$ cat src/rtl/mealy_seq_pkg.sv
// Shared types and helpers for the parametrised Mealy sequence detector.
package mealy_seq_pkg;

   // Pattern length that disables detection entirely.
   localparam int LEN_DISABLED = 0;

   // What the detector does with the current cycle.
   typedef enum logic [1:0] {
      OP_HOLD  = 2'd0,
      OP_LOAD  = 2'd1,
      OP_SHIFT = 2'd2
   } op_e;

   // Width needed to hold a count of 0..max_len history bits.
   function automatic int fill_w(input int max_len);
      return $clog2(max_len + 1);
   endfunction

   // Oversized lengths fall back to the longest pattern the history can hold.
   function automatic int clamp_len(input int len, input int max_len);
      return (len > max_len) ? max_len : len;
   endfunction

endpackage

$ cat src/rtl/mealy_seq_detector_sat_counter.sv
// Saturating up-counter with synchronous clear and a registered all-ones flag.
module sat_counter #(
   parameter int CNT_W = 8
) (
   input  logic             clk,
   input  logic             rst_n,
   input  logic             inc,
   input  logic             clr,
   output logic [CNT_W-1:0] count,
   output logic             sat
);

   logic [CNT_W-1:0] count_nxt;

   // Next count: clear wins, increment stops at all-ones.
   always_comb begin
      count_nxt = count;
      if (clr)
         count_nxt = '0;
      else if (inc && !(&count))
         count_nxt = count + CNT_W'(1);
   end

   // Flag is registered together with the count so both change on the same edge.
   always_ff @(posedge clk or negedge rst_n) begin
      if (!rst_n) begin
         count <= '0;
         sat   <= 1'b0;
      end else begin
         count <= count_nxt;
         sat   <= &count_nxt;
      end
   end

endmodule

$ cat src/rtl/mealy_seq_detector.sv
// Runtime-loadable serial pattern detector with registered match pulse and
// saturating match counter.
//
// state (fill) | meaning
// 0            | history cleared, no valid bits yet
// 1..MAX_LEN-1 | that many valid history bits since the last clear
// MAX_LEN      | history full, stays here until a clear
module mealy_seq_detector
   import mealy_seq_pkg::*;
#(
   parameter int MAX_LEN = 8,
   parameter int CNT_W   = 8
) (
   input  logic                         clk,
   input  logic                         rst_n,
   input  logic                         din_valid,
   input  logic                         din,
   input  logic                         pat_load,
   input  logic [MAX_LEN-1:0]           pat_in,
   input  logic [$clog2(MAX_LEN+1)-1:0] pat_len,
   input  logic                         overlap_mode,
   output logic                         match,
   output logic [$clog2(MAX_LEN+1)-1:0] fill,
   output logic [CNT_W-1:0]             match_count,
   output logic                         count_sat
);

   localparam int FILL_W = fill_w(MAX_LEN);

   // The oldest stored bit would only matter for a pattern longer than
   // MAX_LEN, so the history keeps MAX_LEN-1 bits.
   logic [MAX_LEN-1:0] pattern_q;
   logic [MAX_LEN-2:0] history_q;
   logic [FILL_W-1:0]  len_q;
   logic [MAX_LEN-1:0] cand;
   logic [MAX_LEN-1:0] len_mask;
   logic [FILL_W-1:0]  fill_inc;
   logic               enough;
   logic               hit;
   op_e                op;

   // Load beats a same-cycle data bit.
   always_comb begin
      op = OP_HOLD;
      if (pat_load)
         op = OP_LOAD;
      else if (din_valid)
         op = OP_SHIFT;
   end

   // Mealy term: compare the newest len bits (including din) against the pattern.
   always_comb begin
      cand = {history_q, din};
      for (int i = 0; i < MAX_LEN; i++)
         len_mask[i] = (i < int'(len_q));
      enough   = ({1'b0, fill_q_ext(fill)} + (FILL_W+1)'(1)) >= {1'b0, len_q};
      fill_inc = (fill == FILL_W'(MAX_LEN)) ? fill : fill + FILL_W'(1);
      hit      = (op == OP_SHIFT) && (len_q != FILL_W'(LEN_DISABLED)) && enough &&
                 (((cand ^ pattern_q) & len_mask) == '0);
   end

   function automatic logic [FILL_W-1:0] fill_q_ext(input logic [FILL_W-1:0] f);
      return f;
   endfunction

   // Pattern registers, history shift register, fill state and match pulse.
   always_ff @(posedge clk or negedge rst_n) begin
      if (!rst_n) begin
         pattern_q <= '0;
         len_q     <= '0;
         history_q <= '0;
         fill      <= '0;
         match     <= 1'b0;
      end else begin
         case (op)
            OP_LOAD: begin
               pattern_q <= pat_in;
               len_q     <= FILL_W'(clamp_len(int'(pat_len), MAX_LEN));
               history_q <= '0;
               fill      <= '0;
               match     <= 1'b0;
            end
            OP_SHIFT: begin
               match <= hit;
               if (hit && !overlap_mode) begin
                  history_q <= '0;
                  fill      <= '0;
               end else begin
                  history_q <= cand[MAX_LEN-2:0];
                  fill      <= fill_inc;
               end
            end
            default: begin
               match <= 1'b0;
            end
         endcase
      end
   end

   sat_counter #(
      .CNT_W (CNT_W)
   ) u_match_cnt (
      .clk   (clk),
      .rst_n (rst_n),
      .inc   (hit),
      .clr   (op == OP_LOAD),
      .count (match_count),
      .sat   (count_sat)
   );

endmodule
$ cat config.mk
export PLATFORM = sky130hd
export DESIGN_NAME = mealy_seq_detector
export DESIGN_NICKNAME = d
export VERILOG_FILES = /design/src/rtl/mealy_seq_pkg.sv /design/src/rtl/mealy_seq_detector_sat_counter.sv /design/src/rtl/mealy_seq_detector.sv
export SDC_FILE = /design/constraint.sdc
export NUM_CORES = 1
export LEC_CHECK = 0
export BUFFER_PORTS_ARGS = -buffer_cell sky130_fd_sc_hd__buf_2
export CAP_MARGIN = 0
export CELL_PAD_IN_SITES_DETAIL_PLACEMENT = 0
export CELL_PAD_IN_SITES_GLOBAL_PLACEMENT = 1
export CORE_MARGIN = 5
export CORE_UTILIZATION = 43
export CTS_CLUSTER_DIAMETER = 40
export DETAILED_ROUTE_END_ITERATION = 7
export PLACE_DENSITY_LB_ADDON = 0.08
export SLEW_MARGIN = 10
export SYNTH_ARGS = -nofsm -noshare
export SYNTH_HDL_FRONTEND = slang
export SYNTH_HIERARCHICAL = 1
export SYNTH_SLANG_ARGS = --single-unit
$ cat constraint.sdc
create_clock -name clk -period 3.75 [get_ports clk]
set_input_delay 0.1875 -clock clk [delete_from_list [all_inputs] [get_ports clk]]
set_output_delay 0.1875 -clock clk [all_outputs]
set_load 0.005 [all_outputs]
==> out/qor.json, run 1 <==
{
  "clk_pin_slew_worst_paths": {"value": 0.07, "unit": "ns"},
  "internal_power": {"value": 562, "unit": "µW"},
  "dieHeight": {"value": 75.3, "unit": "µm"},
  "vdd_drop_max": {"value": 0.000233, "unit": "V"},
  "row_count": {"value": 23},
  "crit_family": {"value": "simple AND/OR/NAND/NOR gates"},
  "gp_congestion": {"value": 0.838},
  "leakage": {"value": 0.000960, "unit": "µW"},
  "tritoncts": {"value": "yes"},
  "yosys.area.top_type": {"value": "sky130_fd_sc_hd__dfrtp_1"},
  "cp_data_required_time": {"value": 3.94, "unit": "ns"},
  "detail_route.iter0.violations": {"value": 133},
  "fin_setup_tns": {"value": 0, "unit": "ns"},
  "maximum_number_of_pins_on_one_net_before_global_route_repair": {"value": 34},
  "switching_share": {"value": 0.255},
  "antenna_cells": {"value": 0},
  "outcome": {"value": "complete, no violations"},
  "grt_util_all_layers": {"value": 0.150},
  "min_to": {"value": "len_q[0]$_DFFE_PN0P_"},
  "final.min_clock_period": {"value": 3.00, "unit": "ns"},
  "cts.path.max_buffers": {"value": 2},
  "synth.distinct_cells": {"value": 43},
  "tritoncts.num_buffers": {"value": 5},
  "place.detailed.hpwl": {"value": 2.93, "unit": "mm"},
  "synthCells": {"value": 166},
  "power.total": {"value": 754, "unit": "µW"},
  "power_frac_comb": {"value": 0.127},
  "clock_latency_at_the_later_pin_of_the_worst_skew_pair": {"value": 0.28, "unit": "ns"},
  "timing_hold_violations_final": {"value": 0},
  "nNetsFinal": {"value": 225},
  "timing.critical_path.slowest_stage_cell": {"value": "sky130_fd_sc_hd__nor4b_4"},
  "crit_path_max_incr_delay": {"value": 0.56, "unit": "ns"},
  "compound_gate_portion_of_the_synthesized_area": {"value": 0.186},
  "synth.mux.area_fraction": {"value": 0.0601},
  "first_pass_grt_wire_length": {"value": 6.40, "unit": "mm"},
  "master_cell_of_the_clock_root_buffer": {"value": "sky130_fd_sc_hd__clkbuf_8"},
  "yosys.area_share.simple": {"value": 0.160},
  "synthFlopType": {"value": "sky130_fd_sc_hd__dfrtp_1"},
  "routed-via-count": {"value": 1380},
  "utilization": {"value": 0.517},
  "final_ant_viol_nets": {"value": 0},
  "cts_setup_buffers": {"value": 0},
  "regToRegStartpoint": {"value": "fill[0]$_DFFE_PN0P_"},
  "detail_route.wirelength": {"value": 4.00, "unit": "mm"},
  "synth_most_common_cell": {"value": "sky130_fd_sc_hd__dfrtp_1"},
  "route.detailed.vias_per_inst": {"value": 5.52},
  "critical_path_class": {"value": "reg2reg"},
  "power.density_cell_area": {"value": 359, "unit": "nW/µm²"},
  "synthesis_stage_register_bit_count": {"value": 33},
  "timing.hold.worst_path_depth": {"value": 3},
  "finalSetupViolations": {"value": 0},
  "hp-start": {"value": "pat_len[0]"},
  "drv.max_cap_violation_count": {"value": 0},
  "die-width": {"value": 75.3, "unit": "µm"},
  "leading_cell_types_by_count_after_synthesis": {"value": "sky130_fd_sc_hd__dfrtp_1, sky130_fd_sc_hd__nand2_1, sky130_fd_sc_hd__nor2_1"},
  "area_delta_synth_final": {"value": 14.5, "unit": "%"},
  "synth_area": {"value": 1830, "unit": "µm²"},
  "syn_nets": {"value": 191},
  "critical_path_fanout_max": {"value": 10},
  "synth.top_cell.area_share": {"value": 0.451},
  "initial_antenna_violation_count": {"value": 0},
  "timing.final.max_slew_violations": {"value": 0},
  "maxSlewHeadroom": {"value": 0.500},
  "cp_cell_sequence": {"value": "ha_1 > xor2_1 > ha_1 > o21ai_0 > o21ai_1 > nor4b_4 > and4_1 > nand3_1 > mux2i_1 > nor4_2"},
  "synth_area_leaders": {"value": "sky130_fd_sc_hd__dfrtp_1, sky130_fd_sc_hd__mux2_2, sky130_fd_sc_hd__ha_1, sky130_fd_sc_hd__a22o_1, sky130_fd_sc_hd__xor2_1"},
  "cts_htree_levels": {"value": 2},
  "r2r_cells": {"value": 10},
  "seq_area_frac_synth": {"value": 0.451},
  "synth_top_family_by_area": {"value": "compound AO/OA/AOI/OAI gates"},
  "grt.overflow.total": {"value": 0},
  "io_buffers": {"value": 31},
  "cp_num_buf_inv": {"value": 0},
  "end_kind": {"value": "flop"},
  "remaining_drc_errors": {"value": 0},
  "io_pins": {"value": 32},
  "worst-endpoint-arrival": {"value": 3.19, "unit": "ns"},
  "grt_pass1_vias": {"value": 1329},
  "max_freq": {"value": 333, "unit": "MHz"},
  "power.net_switching": {"value": 192, "unit": "µW"},
  "ys.warnings.count": {"value": 6},
  "initial_core_util": {"value": 0.451},
  "critical_path.most_common_cell": {"value": "sky130_fd_sc_hd__ha_1"},
  "post_synth_xor_area_fraction": {"value": 0.0526},
  "skew": {"value": 0.00909, "unit": "ns"},
  "seqPwrFrac": {"value": 0.518},
  "crit-reg2reg-capture": {"value": "u_match_cnt/sat$_DFF_PN0_"},
  "power.clock.fraction": {"value": 0.355},
  "average_size_of_a_mapped_cell": {"value": 11.0, "unit": "µm²"},
  "timing.final.crit_share": {"value": 0.800},
  "drive_gt1_frac": {"value": 0.280},
  "holdWs": {"value": 0.106, "unit": "ns"},
  "synth_async_sr_flop_share": {"value": 1.00},
  "synth-edff-count": {"value": 0},
  "worst_setup_path_start_kind": {"value": "flop"},
  "hold_path.class": {"value": "in2reg"},
  "regToRegSetupSlack": {"value": 0.75, "unit": "ns"},
  "post_drt_wl_per_cell": {"value": 16.0, "unit": "µm"},
  "die_area": {"value": 5660, "unit": "µm²"},
  "cts.sink_count": {"value": 33},
  "core_area": {"value": 4060, "unit": "µm²"},
  "worst-slew-pin-transition": {"value": 0.750, "unit": "ns"},
  "rsz_0062_raised_after_global_routing": {"value": "false"},
  "post_synth_fa_ha_maj_area_fraction": {"value": 0.0478},
  "drt_pass1_iterations": {"value": 4}
}
worst max-delay path by stage:
stage / start / cells after the start / endpoint
floorplan: fill[0]$_DFFE_PN0P_ / 10 / u_match_cnt/sat$_DFF_PN0_
global placement: fill[0]$_DFFE_PN0P_ / 10 / u_match_cnt/sat$_DFF_PN0_
detailed placement: fill[0]$_DFFE_PN0P_ / 10 / u_match_cnt/sat$_DFF_PN0_
CTS: fill[0]$_DFFE_PN0P_ / 10 / u_match_cnt/sat$_DFF_PN0_
global route: fill[0]$_DFFE_PN0P_ / 10 / u_match_cnt/sat$_DFF_PN0_
finish: fill[0]$_DFFE_PN0P_ / 10 / u_match_cnt/sat$_DFF_PN0_
registers in the layout, indices dropped and copies added, names as in the netlist:
signal,count
fill,4
u_match_cnt/sat,1
match,1
history_q,7
u_match_cnt/count,8
len_q,4
pattern_q,8
per-stage QoR:
stage | cell area (µm²) | worst slack [ns] | std cells
6_report | 2100 | 0.748 | 250
5_1_grt | 2100 | 0.557 | 250
4_1_cts | 2100 | 0.766 | 250
3_5_place_dp | 2000 | 0.783 | 242
3_3_place_gp | 2000 | 0.919 | 242
2_1_floorplan | 1830 | 1.07 | 166
cells in the final DEF, fill, tap and decap left out, drive strengths merged, types with 6 or more instances in the layout:
cell and count:
buf 31, o21ai 8, nor2 10, inv 8, clkbuf 7, mux2 8, a211oi 8, a22o 9
nand2 10, ha 7, xor2 7, dfrtp 33, nand3 6
layer usage:
metal | vias up | global-route usage | routed length (µm)
met5 | - | 0 | 0
met4 | 0 | 0.0524 | 35
met3 | 4 | 0.0441 | 239
met2 | 37 | 0.223 | 1800
met1 | 653 | 0.208 | 1930
li1 | 686 | - | -
tightest hold or removal path, cell delays in order:
cell	delay, ns
sky130_fd_sc_hd__buf_2	0.07
sky130_fd_sc_hd__nand2_1	0.04
sky130_fd_sc_hd__o21ai_0	0.06
repair_timing:
item | CTS | global route
setup endpoints to repair | 0 | 0
hold buffers | 1 | 0
hold endpoints to repair | 2 | 0
resized for setup | 0 | 0
cell families (layout without fill, tap and decap cells):
kind of cell / count (synthesis) / after routing
buf+inv: 13 / 47
fa+ha+maj: 7 / 7
xor+xnor: 11 / 11
simple gates: 48 / 48
flops: 33 / 33
compound gates: 44 / 44
mux: 10 / 10
cell type report:
class,count,area (µm²)
Clock buffer,7,86.3
Tap cell,50,62.6
Inverter,8,30.0
Multi-Input combinational cell,120,928
Fill cell,370,1960
Timing Repair Buffer,32,165
Sequential cell,33,826
power groups by stage:
stage	sequential [µW]	clock, µW	combinational [µW]
2_1_floorplan	393	0	69.2
3_3_place_gp	396	0	94.3
3_5_place_dp	397	0	96.8
4_1_cts	391	275	97.9
5_1_grt	393	293	107
6_report	391	267	96.0
(Power assumes the default switching activity.)
==> inputs of run 2 (changes only) <==
- CORE_UTILIZATION: 43 -> 39
- clock period: 3.75 -> 2.7 ns (I/O delays scaled with it)
==> out/qor.json, run 2 (synthesis results as in run 1) <==
{
  "biggest_registers_after_layout": {"value": "pattern_q (8), u_match_cnt/count (8), history_q (7)"},
  "grt.overflow.total": {"value": 0},
  "master_cell_of_the_clock_root_buffer": {"value": "sky130_fd_sc_hd__clkbuf_8"},
  "internal_power": {"value": 821, "unit": "µW"},
  "regToRegStartpoint": {"value": "fill[0]$_DFFE_PN0P_"},
  "detail_route.iter0.violations": {"value": 71},
  "cts_htree_levels": {"value": 2},
  "dpl_worst_slack": {"value": 0.137, "unit": "ns"},
  "initial_core_util": {"value": 0.396},
  "seqPwrFrac": {"value": 0.494},
  "dieHeight": {"value": 78.5, "unit": "µm"},
  "drive_gt1_frac": {"value": 0.348},
  "row_count": {"value": 25},
  "vdd_drop_max": {"value": 0.000269, "unit": "V"},
  "timing.hold.worst_path_depth": {"value": 3},
  "io_pins": {"value": 32},
  "clock_latency_at_the_later_pin_of_the_worst_skew_pair": {"value": 0.28, "unit": "ns"},
  "timing_hold_violations_final": {"value": 0},
  "power_frac_comb": {"value": 0.137},
  "power.density_cell_area": {"value": 497, "unit": "nW/µm²"},
  "fillCellCount": {"value": 453},
  "maximum_number_of_pins_on_one_net_before_global_route_repair": {"value": 34},
  "critical_path_class": {"value": "reg2reg"},
  "drt_pass1_iterations": {"value": 4},
  "switching_share": {"value": 0.252},
  "grt_util_all_layers": {"value": 0.141},
  "tritoncts": {"value": "yes"},
  "max_freq": {"value": 394, "unit": "MHz"},
  "final.min_clock_period": {"value": 2.54, "unit": "ns"},
  "power.net_switching": {"value": 276, "unit": "µW"},
  "area_delta_synth_final": {"value": 20.6, "unit": "%"},
  "crit-reg2reg-capture": {"value": "u_match_cnt/sat$_DFF_PN0_"},
  "routed-via-count": {"value": 1430},
  "place.detailed.hpwl": {"value": 2.91, "unit": "mm"},
  "drv.max_cap_violation_count": {"value": 0},
  "nNetsFinal": {"value": 231},
  "finalSetupViolations": {"value": 0},
  "power.total": {"value": 1100, "unit": "µW"},
  "worst-endpoint-arrival": {"value": 2.70, "unit": "ns"},
  "worst_setup_path_start_kind": {"value": "flop"},
  "place_inst": {"value": 250},
  "io_buffers": {"value": 31},
  "final_cell_mix": {"value": "sky130_fd_sc_hd__dfrtp_1, sky130_fd_sc_hd__buf_2, sky130_fd_sc_hd__nor2_1, sky130_fd_sc_hd__nand2_1, sky130_fd_sc_hd__a22o_1"},
  "hold_path.class": {"value": "in2reg"},
  "tritoncts.num_buffers": {"value": 5},
  "end_kind": {"value": "flop"},
  "cp_data_required_time": {"value": 2.86, "unit": "ns"},
  "regToRegSetupSlack": {"value": 0.16, "unit": "ns"},
  "layoutNonFillerInstCount": {"value": 261},
  "outcome": {"value": "complete, no violations"},
  "cts.sink_count": {"value": 33},
  "route.detailed.vias_per_inst": {"value": 5.48},
  "power.clock.fraction": {"value": 0.369},
  "final_ant_viol_nets": {"value": 0},
  "leakage": {"value": 0.00100, "unit": "µW"},
  "post-route-worst-setup-slack": {"value": 0.161, "unit": "ns"},
  "post_drt_wl_per_cell": {"value": 15.4, "unit": "µm"},
  "worst-slew-pin-transition": {"value": 0.752, "unit": "ns"},
  "critical_path_fanout_max": {"value": 5},
  "min_to": {"value": "len_q[0]$_DFFE_PN0P_"},
  "r2r_cells": {"value": 12},
  "gp_congestion": {"value": 0.818},
  "cts.path.max_buffers": {"value": 2},
  "clk_pin_slew_worst_paths": {"value": 0.07, "unit": "ns"},
  "initial_antenna_violation_count": {"value": 0},
  "antenna_cells": {"value": 0},
  "remaining_drc_errors": {"value": 0},
  "hp-start": {"value": "pat_len[0]"},
  "utilization": {"value": 0.477},
  "die-width": {"value": 78.5, "unit": "µm"},
  "timing.final.max_slew_violations": {"value": 0},
  "die_area": {"value": 6170, "unit": "µm²"},
  "maxSlewHeadroom": {"value": 0.497},
  "core_area": {"value": 4630, "unit": "µm²"},
  "detail_route.wirelength": {"value": 4.02, "unit": "mm"},
  "skew": {"value": 0.00727, "unit": "ns"},
  "grt_pass1_vias": {"value": 1460},
  "first_pass_grt_wire_length": {"value": 6.82, "unit": "mm"},
  "timing.final.crit_share": {"value": 0.941}
}
[run 2: changes by cell type in the layout (fill, tap and decap cells not counted), moves of 2 or more]
cell                       before  now
sky130_fd_sc_hd__a211oi_1       6    4
sky130_fd_sc_hd__buf_4          0    6
sky130_fd_sc_hd__dfrtp_2        0    2
sky130_fd_sc_hd__a211oi_2       2    4
sky130_fd_sc_hd__dfrtp_1       33   31
sky130_fd_sc_hd__ha_4           0    2
sky130_fd_sc_hd__ha_1           7    5
[run 2: what timing repair did]
item,in CTS,in global routing
gates resized for setup,0,10
endpoints found under the setup margin,0,2
setup buffers,0,2
hold endpoints to repair,33,0
hold buffers,1,0
[run 2: metrics by stage]
step | TNS [ns] | area, µm² | hold slack [ns]
detailed placement | 0 | 2040 | 0.252
global placement | 0 | 2040 | 0.249
finish | 0 | 2210 | 0.0602
floorplan | 0 | 1830 | -0.161
CTS | 0 | 2150 | 0.0493
global route | -0.0190 | 2210 | 0.0610
[run 2: power groups by stage]
stage	Combinational (µW)	Sequential [µW]	Clock [µW]
2_1_floorplan	96.1	545	0
3_3_place_gp	138	549	0
3_5_place_dp	140	550	0
4_1_cts	141	541	426
5_1_grt	170	546	452
6_report	150	542	405
[run 2: how the worst max path moves through the flow]
stage / depth (start not counted) / from / endpoint
3_5_place_dp: 12 / fill[1]$_DFFE_PN0P_ / u_match_cnt/sat$_DFF_PN0_
3_3_place_gp: 12 / fill[0]$_DFFE_PN0P_ / u_match_cnt/sat$_DFF_PN0_
4_1_cts: 12 / fill[1]$_DFFE_PN0P_ / u_match_cnt/sat$_DFF_PN0_
2_1_floorplan: 10 / fill[0]$_DFFE_PN0P_ / u_match_cnt/sat$_DFF_PN0_
5_1_grt: 11 / fill[0]$_DFFE_PN0P_ / u_match_cnt/sat$_DFF_PN0_
6_report: 12 / fill[0]$_DFFE_PN0P_ / u_match_cnt/sat$_DFF_PN0_
[run 2: worst max-delay path: stages (launching register included)]
cell                       delay, ns
sky130_fd_sc_hd__dfrtp_1        0.44
sky130_fd_sc_hd__inv_1          0.12
sky130_fd_sc_hd__ha_4           0.26
sky130_fd_sc_hd__ha_1           0.28
sky130_fd_sc_hd__a211oi_2       0.06
sky130_fd_sc_hd__o21ai_1        0.16
sky130_fd_sc_hd__nor4b_4        0.27
sky130_fd_sc_hd__buf_4          0.19
sky130_fd_sc_hd__nand4_1        0.15
sky130_fd_sc_hd__a211oi_2       0.25
sky130_fd_sc_hd__a211oi_2       0.08
sky130_fd_sc_hd__nand3_1        0.12
sky130_fd_sc_hd__nor4_2         0.04
[run 2: layout make-up]
class | count | area, µm² | share of cell area
inverter | 8 | 30.0 | 0.0136
tap | 54 | 67.6 | 0.0306
timing repair buffer | 38 | 210 | 0.0952
clock inverter | 1 | 5.00 | 0.00227
multi-input combinational | 120 | 971 | 0.440
clock buffer | 7 | 96.3 | 0.0436
sequential | 33 | 828 | 0.375
[run 2: per-layer routing]
layer  vias up  global-route usage  share of wire
met4         0              0.0507         0.0072
li1        693                   -              -
met3         4              0.0390          0.055
met1       700               0.177           0.46
met5         -                   0              0
met2        33               0.229           0.48
==> inputs of run 3 (changes only) <==
--- a/config.mk
+++ b/config.mk
@@ -11,3 +11,3 @@
 export CELL_PAD_IN_SITES_GLOBAL_PLACEMENT = 1
-export CORE_MARGIN = 5
+export CORE_MARGIN = 3
 export CORE_UTILIZATION = 39
==> constraint.sdc (replaced) <==
create_clock -name clk -period 2.7 [get_ports clk]
set_input_delay 0.54 -clock clk [delete_from_list [all_inputs] [get_ports clk]]
set_output_delay 0.54 -clock clk [all_outputs]
set_load 0.005 [all_outputs]
==> out/qor.json, run 3 (synthesis results as in run 1) <==
{
  "rsz_0062_raised_after_global_routing": {"value": "true"},
  "io_buffers": {"value": 31},
  "routed-via-count": {"value": 1439},
  "post_drt_wl_per_cell": {"value": 15.9, "unit": "µm"},
  "end_kind": {"value": "flop"},
  "critical_path_fanout_max": {"value": 6},
  "leakage": {"value": 0.000988, "unit": "µW"},
  "critical_path_class": {"value": "reg2reg"},
  "biggest_registers_after_layout": {"value": "pattern_q (8), u_match_cnt/count (8), history_q (7)"},
  "timing.final.crit_share": {"value": 0.961},
  "place.detailed.hpwl": {"value": 2.95, "unit": "mm"},
  "power.density_cell_area": {"value": 480, "unit": "nW/µm²"},
  "nNetsFinal": {"value": 230},
  "grt_pass1_vias": {"value": 1471},
  "layoutNonFillerInstCount": {"value": 258},
  "cts.sink_count": {"value": 33},
  "cts.path.max_buffers": {"value": 2},
  "holdWs": {"value": 0.315, "unit": "ns"},
  "route.detailed.vias_per_inst": {"value": 5.58},
  "clock_latency_at_the_later_pin_of_the_worst_skew_pair": {"value": 0.28, "unit": "ns"},
  "critical_path.most_common_cell": {"value": "sky130_fd_sc_hd__o21ai_1"},
  "maxSlewHeadroom": {"value": 0.507},
  "timing.final.max_slew_violations": {"value": 0},
  "first_pass_grt_wire_length": {"value": 6.79, "unit": "mm"},
  "initial_antenna_violation_count": {"value": 0},
  "detail_route.iter0.violations": {"value": 55},
  "fillCellCount": {"value": 435},
  "remaining_drc_errors": {"value": 0},
  "outcome": {"value": "complete, no violations"},
  "gp_congestion": {"value": 0.824},
  "area_delta_synth_final": {"value": 19.3, "unit": "%"},
  "max_freq": {"value": 386, "unit": "MHz"},
  "maximum_number_of_pins_on_one_net_before_global_route_repair": {"value": 34},
  "cp_cell_sequence": {"value": "ha_4 > xor2_1 > ha_1 > o21ai_1 > o21ai_1 > nor4b_4 > buf_4 > a41oi_2 > a211oi_2 > nand3_1 > nor4_2"},
  "row_count": {"value": 24},
  "drt_pass1_iterations": {"value": 4},
  "layout_commonest_cell": {"value": "sky130_fd_sc_hd__buf_2"},
  "io_pins": {"value": 32},
  "dpl-instance-area": {"value": 2030, "unit": "µm²"},
  "master_cell_of_the_clock_root_buffer": {"value": "sky130_fd_sc_hd__clkbuf_8"},
  "postLayoutCellArea": {"value": 2190, "unit": "µm²"},
  "drv.max_cap_violation_count": {"value": 0},
  "core_area": {"value": 4440, "unit": "µm²"},
  "finalSetupViolations": {"value": 0},
  "detail_route.wirelength": {"value": 4.10, "unit": "mm"},
  "antenna_cells": {"value": 0},
  "tritoncts.num_buffers": {"value": 5},
  "die-width": {"value": 74.5, "unit": "µm"},
  "skew": {"value": 0.00512, "unit": "ns"},
  "timing_hold_violations_final": {"value": 0},
  "ctsHoldBuffers": {"value": 0},
  "crit_path_max_incr_delay": {"value": 0.45, "unit": "ns"},
  "timing.critical_path.slowest_stage_cell": {"value": "sky130_fd_sc_hd__dfrtp_2"},
  "vdd_drop_max": {"value": 0.000234, "unit": "V"},
  "worst-slew-pin-transition": {"value": 0.740, "unit": "ns"},
  "grt.overflow.total": {"value": 0},
  "drive_gt1_frac": {"value": 0.354},
  "cp_num_buf_inv": {"value": 1},
  "place_inst": {"value": 248},
  "tritoncts": {"value": "yes"},
  "final.min_clock_period": {"value": 2.59, "unit": "ns"},
  "grt_util_all_layers": {"value": 0.164},
  "final_cell_mix": {"value": "sky130_fd_sc_hd__buf_2, sky130_fd_sc_hd__dfrtp_1, sky130_fd_sc_hd__nor2_1, sky130_fd_sc_hd__nand2_1, sky130_fd_sc_hd__a22o_1"},
  "cts_htree_levels": {"value": 2},
  "hold_path.class": {"value": "in2async"},
  "final_ant_viol_nets": {"value": 0},
  "initial_core_util": {"value": 0.412},
  "cp_data_required_time": {"value": 2.89, "unit": "ns"},
  "worst-endpoint-arrival": {"value": 2.78, "unit": "ns"},
  "crit_family": {"value": "simple AND/OR/NAND/NOR gates"},
  "worst_setup_path_start_kind": {"value": "flop"},
  "dieHeight": {"value": 74.5, "unit": "µm"},
  "clk_pin_slew_worst_paths": {"value": 0.07, "unit": "ns"},
  "die_area": {"value": 5560, "unit": "µm²"}
}
[run 3: cell count changes in the layout (fill, tap and decap cells not counted)]
cell	previous run	this run
sky130_fd_sc_hd__clkbuf_8	7	5
sky130_fd_sc_hd__a211oi_1	4	5
sky130_fd_sc_hd__a211oi_2	4	3
sky130_fd_sc_hd__a41oi_1	1	0
sky130_fd_sc_hd__a41oi_2	0	1
sky130_fd_sc_hd__clkbuf_1	0	1
sky130_fd_sc_hd__clkinv_2	1	2
sky130_fd_sc_hd__dfrtp_1	31	30
sky130_fd_sc_hd__dfrtp_2	2	3
sky130_fd_sc_hd__dlygate4sd3_1	1	0
sky130_fd_sc_hd__nor3b_1	1	0
sky130_fd_sc_hd__nor3b_2	0	1
sky130_fd_sc_hd__o21ai_0	6	5
sky130_fd_sc_hd__o21ai_1	1	2
[run 3: where the power goes]
part	switching [µW]	leakage, µW	internal, µW
Clock	180	0.0000450	179
Sequential	26.9	0.000431	516
Combinational	76.7	0.000512	70.8
Total	283	0.000988	766
[run 3: worst paths after layout]
kind,startpoint,to,slack (ns),depth (start not counted)
worst max-delay path,fill[0]$_DFFE_PN0P_,u_match_cnt/sat$_DFF_PN0_,0.11,11
worst min-delay path,rst_n,pattern_q[7]$_DFFE_PN0P_,0.31,1
worst max register to register,fill[0]$_DFFE_PN0P_,u_match_cnt/sat$_DFF_PN0_,0.11,11
worst min register to register,pattern_q[7]$_DFFE_PN0P_,pattern_q[7]$_DFFE_PN0P_,0.53,1
max in group asynchronous,rst_n,fill[0]$_DFFE_PN0P_,1.87,1
min in group clk,pat_len[0],len_q[0]$_DFFE_PN0P_,0.47,3
[run 3: area by class of cell]
| class | count | area [µm²] | area share |
|---|---|---|---|
| Clock inverter | 2 | 10.0 | 0.00458 |
| Tap cell | 52 | 65.1 | 0.0298 |
| Multi-Input combinational cell | 120 | 978 | 0.448 |
| Clock buffer | 6 | 72.6 | 0.0332 |
| Sequential cell | 33 | 830 | 0.380 |
| Inverter | 8 | 30.0 | 0.0137 |
| Timing Repair Buffer | 37 | 200 | 0.0916 |
[run 3: routing by layer]
metal / GRT usage / share of wire / vias to the layer above
met2: 0.276 / 0.49 / 29
met1: 0.198 / 0.45 / 709
met4: 0.0593 / 0.014 / 0
met3: 0.0500 / 0.043 / 7
met5: 0 / 0 / -
li1: - / - / 694
[run 3: through the flow]
| stage | total power, µW | setup slack [ns] | setup TNS [ns] | utilization |
|---|---|---|---|---|
| after floorplan | 641 | 0.0211 | 0 | - |
| after global placement | 687 | 0.171 | 0 | 0.458 |
| after detailed placement | 691 | 0.0718 | 0 | 0.458 |
| after CTS | 1050 | 0.0669 | 0 | 0.476 |
| after global routing | 1100 | -0.0458 | -0.0458 | 0.492 |
| final | 1050 | 0.106 | 0 | 0.492 |
[run 3: what timing repair did]
item / 4_1_cts / 5_1_grt
endpoints found under the setup margin: 0 / 3
setup buffers: 0 / 2
resized for setup: 0 / 13
